**config.mk**
```make
export PLATFORM = sky130hd
export DESIGN_NAME = score_keeper
export DESIGN_NICKNAME = d
export VERILOG_FILES = /design/src/rtl/score_keeper.sv
export SDC_FILE = /design/constraint.sdc
export NUM_CORES = 1
export LEC_CHECK = 0
export CELL_PAD_IN_SITES_DETAIL_PLACEMENT = 2
export CELL_PAD_IN_SITES_GLOBAL_PLACEMENT = 2
export CORE_ASPECT_RATIO = 0.6
export CORE_MARGIN = 1.5
export CORE_UTILIZATION = 36
export CTS_CLUSTER_DIAMETER = 120
export DETAILED_ROUTE_END_ITERATION = 10
export MAX_ROUTING_LAYER = met4
export PLACE_DENSITY_LB_ADDON = 0.1
export SETUP_SLACK_MARGIN = 0.3
export SLEW_MARGIN = 15
export SYNTH_ARGS = -nofsm -noshare
export SYNTH_HDL_FRONTEND = slang
export SYNTH_SLANG_ARGS = --single-unit
```
**constraint.sdc**
```tcl
create_clock -name clk2 -period 6.15 [get_ports clk2]
set_clock_uncertainty 0.05 [all_clocks]
set_input_delay 0.615 -clock clk2 [delete_from_list [all_inputs] [get_ports clk2]]
set_output_delay 0.615 -clock clk2 [all_outputs]
set_load 0.05 [all_outputs]
```
**src/rtl/score_keeper.sv**
```systemverilog
`default_nettype none
// ============================================================================
// Module   : score_keeper
// Summary  : Game score counter with tick divider, saturation and high score.
// Revision : 1.0
// ============================================================================
module score_keeper #(
  parameter int SCORE_W   = 10,
  parameter int SCORE_MAX = 999,
  parameter int TICK_DIV  = 50
) (
  input  logic               clk2,
  input  logic               reset,
  input  logic               start,
  input  logic               hit,
  output logic [SCORE_W-1:0] score,
  output logic [SCORE_W-1:0] high_score,
  output logic               running,
  output logic               game_over,
  output logic [3:0]         speed_level,
  output logic               new_record
);

  localparam int                 c_tick_w    = (TICK_DIV > 1) ? $clog2(TICK_DIV) : 1;
  localparam logic [c_tick_w-1:0] c_tick_last = c_tick_w'(TICK_DIV - 1);
  localparam logic [SCORE_W-1:0]  c_score_sat = SCORE_W'(SCORE_MAX);

  localparam logic [1:0] c_s_idle = 2'd0;
  localparam logic [1:0] c_s_run  = 2'd1;
  localparam logic [1:0] c_s_over = 2'd2;

  logic [1:0]          state_q, state_d;
  logic                start_q;
  logic [c_tick_w-1:0] tick_q, tick_d;
  logic [SCORE_W-1:0]  score_q, score_d;
  logic [SCORE_W-1:0]  high_q, high_d;
  logic                rec_q, rec_d;
  logic                w_start_edge;
  logic                w_tick_wrap;
  logic [3:0]          w_speed;

  assign w_start_edge = start & ~start_q;
  assign w_tick_wrap  = (tick_q == c_tick_last);

  // State register
  always_ff @(posedge clk2 or negedge reset) begin
    if (!reset) begin
      state_q <= c_s_idle;
    end else begin
      state_q <= state_d;
    end
  end

  // Next-state logic
  always_comb begin
    state_d = state_q;
    case (state_q)
      c_s_idle: if (w_start_edge) state_d = c_s_run;
      c_s_run:  if (hit)          state_d = c_s_over;
      c_s_over: if (w_start_edge) state_d = c_s_run;
      default:                    state_d = c_s_idle;
    endcase
  end

  // Output decode
  always_comb begin
    running   = (state_q == c_s_run);
    game_over = (state_q == c_s_over);
  end

  // Datapath next values; a hit in RUN takes priority over a tick wrap
  always_comb begin
    score_d = score_q;
    tick_d  = tick_q;
    high_d  = high_q;
    rec_d   = rec_q;
    case (state_q)
      c_s_idle, c_s_over: begin
        if (w_start_edge) begin
          score_d = '0;
          tick_d  = '0;
          rec_d   = 1'b0;
        end
      end
      c_s_run: begin
        if (hit) begin
          if (score_q > high_q) begin
            high_d = score_q;
            rec_d  = 1'b1;
          end else begin
            rec_d  = 1'b0;
          end
        end else if (w_tick_wrap) begin
          tick_d = '0;
          if (score_q < c_score_sat) score_d = score_q + SCORE_W'(1);
        end else begin
          tick_d = tick_q + c_tick_w'(1);
        end
      end
      default: ;
    endcase
  end

  always_ff @(posedge clk2 or negedge reset) begin
    if (!reset) begin
      start_q <= 1'b0;
      tick_q  <= '0;
      score_q <= '0;
      high_q  <= '0;
      rec_q   <= 1'b0;
    end else begin
      start_q <= start;
      tick_q  <= tick_d;
      score_q <= score_d;
      high_q  <= high_d;
      rec_q   <= rec_d;
    end
  end

  // Threshold ladder instead of a divider: level = number of hundreds reached, capped at 9
  always_comb begin
    w_speed = 4'd0;
    for (int k = 1; k <= 9; k++) begin
      if (32'(score_q) >= 32'(k * 100)) w_speed = 4'(k);
    end
  end

  assign score       = score_q;
  assign high_score  = high_q;
  assign new_record  = rec_q;
  assign speed_level = w_speed;

endmodule
`default_nettype wire

```
==> out/qor.yml <==
worst_hold_path:
  min_to: "new_record"
  min_path_cells: 1
  min-delay-start: "new_record"
  holdCritPathClass: "reg2reg"
clocking:
  root_buffer: "clkbuf_8"
  htreeDepth: 2
  hold_buffers: 0
  cts_sinks: 30
  clockBufferDepth: 2
  cts_tree: "done"
  post-cts-setup-buffers: 0
  clk_pin_slew_ns: 0.07
  cts_resized: 0
  clock_latency_ns: 0.28
  cts_buffers: 5
power:
  intPower_uw: 335.2
  swShare_pct: 33.30
  peakVddDrop_mv: 0.09639
  power_uw: 502.6
  p_leak_uw: 0.0009941
  pwr-share-comb_pct: 21.3
  power.density_nw_per_um2: 213.4
  clock_power_share_pct: 33.3
  power_frac_seq_pct: 45.4
  power.switching_uw: 167.3
floorplan:
  die_y_um: 60.48
  core_region_area_um2: 5180
  initial_core_util_pct: 38.26
  row_count: 20
  die_x_um: 98.79
  die-area_um2: 5974
  io_pins: 31
drt:
  routed_wl_um: 5749
  wire_per_inst_um: 19.23
  dr.pass1.iters: 7
  ant_nets: 0
  routed-via-count: 1661
  drt_iter0_markers: 44
  drcViolationCount: 3
  vias_per_cell: 5.555
synthesis:
  yosys.cell_count.top_type: "dfrtp_1"
  seq_area_frac_synth_pct: 37.88
  yosys-top-cells-count: "dfrtp_1, nand2_1, inv_1"
  synth_top_area_cell: "dfrtp_1"
  ys.flop_type: "dfrtp_1"
  syn_avg_cell_area_um2: 9.668
  ys_top_cells_by_area: "dfrtp_1, ha_1, mux2_2, o21ai_0, nand2_1"
  yosysWarnings: 0
  synth_top_area_share_pct: 37.88
  syn_nets: 223
  synthesis.area_um2: 1982
  synth-edff-count: 0
  synth_cell_type_count: 46
  synth-seq-cells: 30
  synthCells: 205
  async_flop_share_pct: 100.0
status:
  violations: "design-rule violations"
  status: "finished with violations"
global_routing:
  antenna_found_initial: 0
  grt_overflow: 0
  grt_max_degree: 31
  grt_usage_pct: 21.82
  grt_pass1_vias: 1759
  grt_pass1_wl_um: 9508
sta:
  setup_viol: 0
  max_freq_ghz: 0.3029
  setup_tns_ns: 0
  finalWorstSetupSlack_ns: 2.848
  rsz0062_at_grt: "false"
  timing.final.crit_share_pct: 53.69
  relSlewSlack_pct: 29.26
  hold_viol_final: 0
  drv_slew: 0
  tightestPinTransition_ns: 1.053
  period_needed_ns: 3.302
setup_path:
  max_stage_delay_ns: 0.82
  required_ns: 5.48
  crit_chain: "and3_2 > a21oi_1 > nor2b_1 > o221ai_1 > a31oi_1 > clkdlybuf4s50_1"
  crit_type: "reg2out"
  worstPathMaxFanout: 15
  cpMaxStageDelayCell: "clkdlybuf4s50_1"
  worstReg2RegEnd: "high_score[5]"
  startpoint_type: "register"
  crit_buf_inv: 1
  worstRegToRegCells: 6
  r2r_slack_ns: 3.76
  critPathTopFamily: "buffers and inverters"
  critPathArrivalTime_ns: 2.64
  end_kind: "primary output"
  reg2reg_from: "score[7]"
place:
  gp_congestion: 0.7880
  dp_hpwl_um: 4326
  dp_cells: 291
  dp_worst_setup_slack_ns: 3.151
  io_buffers: 30
layout:
  n_antenna_cell: 0
  nNetsFinal: 250
  final_core_util_pct: 45.46
  nFillCells: 553
  drive_gt1_share_pct: 12.88
  fin_cells: 299
  area_delta_synth_final_pct: 18.81
run:
  cap_violations: 0
[placed cells by master (no fill, tap or decap), types with 3 or more instances in the layout]
cell             Yosys  layout
inv_1               17      17
nor4_2               3       3
nor2_1              14      14
a31o_2               3       3
nand2_1             18      18
o21ai_0             14      14
a31oi_1              3       3
clkbuf_8             4       6
dfrtp_1             30      30
a21o_1               3       3
nor3_1               8       8
clkdlybuf4s50_1      0      30
ha_1                14      14
a21oi_1             11      11
xnor2_1              4       4
nand4_1              5       5
nand3_1              9       9
mux2_2               8       8
[cell type report]
class | instances | area (um2) | area share, %
Multi-Input combinational cell | 147 | 1059 | 44.95
Sequential cell | 30 | 750.7 | 31.88
Timing Repair Buffer | 31 | 307.8 | 13.07
Clock buffer | 7 | 86.33 | 3.666
Tap cell | 66 | 82.58 | 3.507
Inverter | 17 | 63.81 | 2.710
Clock inverter | 1 | 5.005 | 0.2125
[sequential cells by signal (all words and copies together) (netlist names)]
signal      count
start_q         1
state_q         2
score          10
high_score     10
new_record      1
tick_q          6
[cells by family after synthesis]
| kind of cell | Yosys count | share of synthesized area, % |
|---|---|---|
| xor gates and xnor gates | 4 | 1.767 |
| and+or+nand+nor | 70 | 19.70 |
| buffers and inverters | 28 | 8.712 |
| DFF | 30 | 37.88 |
| adders and majority gates | 14 | 8.838 |
| AOI/OAI and AO/OA | 49 | 17.55 |
| muxes | 10 | 5.556 |
[how the worst max path moves through the flow]
stage,depth (start not counted),slack (ns),startpoint,end
6_report,6,2.85,score[5],speed_level[0]
5_1_grt,6,2.73,score[5],speed_level[0]
4_1_cts,6,2.84,score[5],speed_level[0]
3_5_place_dp,6,3.15,score[5],speed_level[0]
3_3_place_gp,6,3.23,score[6],speed_level[0]
2_1_floorplan,6,3.15,score[5],speed_level[0]
[stage by stage]
| stage | hold WS, ns | area [um2] |
|---|---|---|
| after floorplan | 0.2694 | 1982 |
| after global placement | 0.4528 | 2263 |
| after detailed placement | 0.4813 | 2263 |
| after CTS | 0.4930 | 2355 |
| after global routing | 0.5190 | 2355 |
| final | 0.4895 | 2355 |
[power groups by stage]
stage          Sequential (uW)  Clock [uW]  Combinational (uW)
4_1_cts                    228         173                 110
2_1_floorplan              240           0                60.9
3_3_place_gp               230           0                 100
3_5_place_dp               232           0                 107
5_1_grt                    231         178                 117
6_report                   228         167                 107
[per-layer routing]
layer	wire length, um	track usage [%]	share of wire [%]
met1	2852	28.58	50
met5	0	-	0
met2	2667	36.26	46
met3	213	4.263	3.7
met4	15	3.673	0.26
No activity file was read; power rests on OpenSTA's default activity.
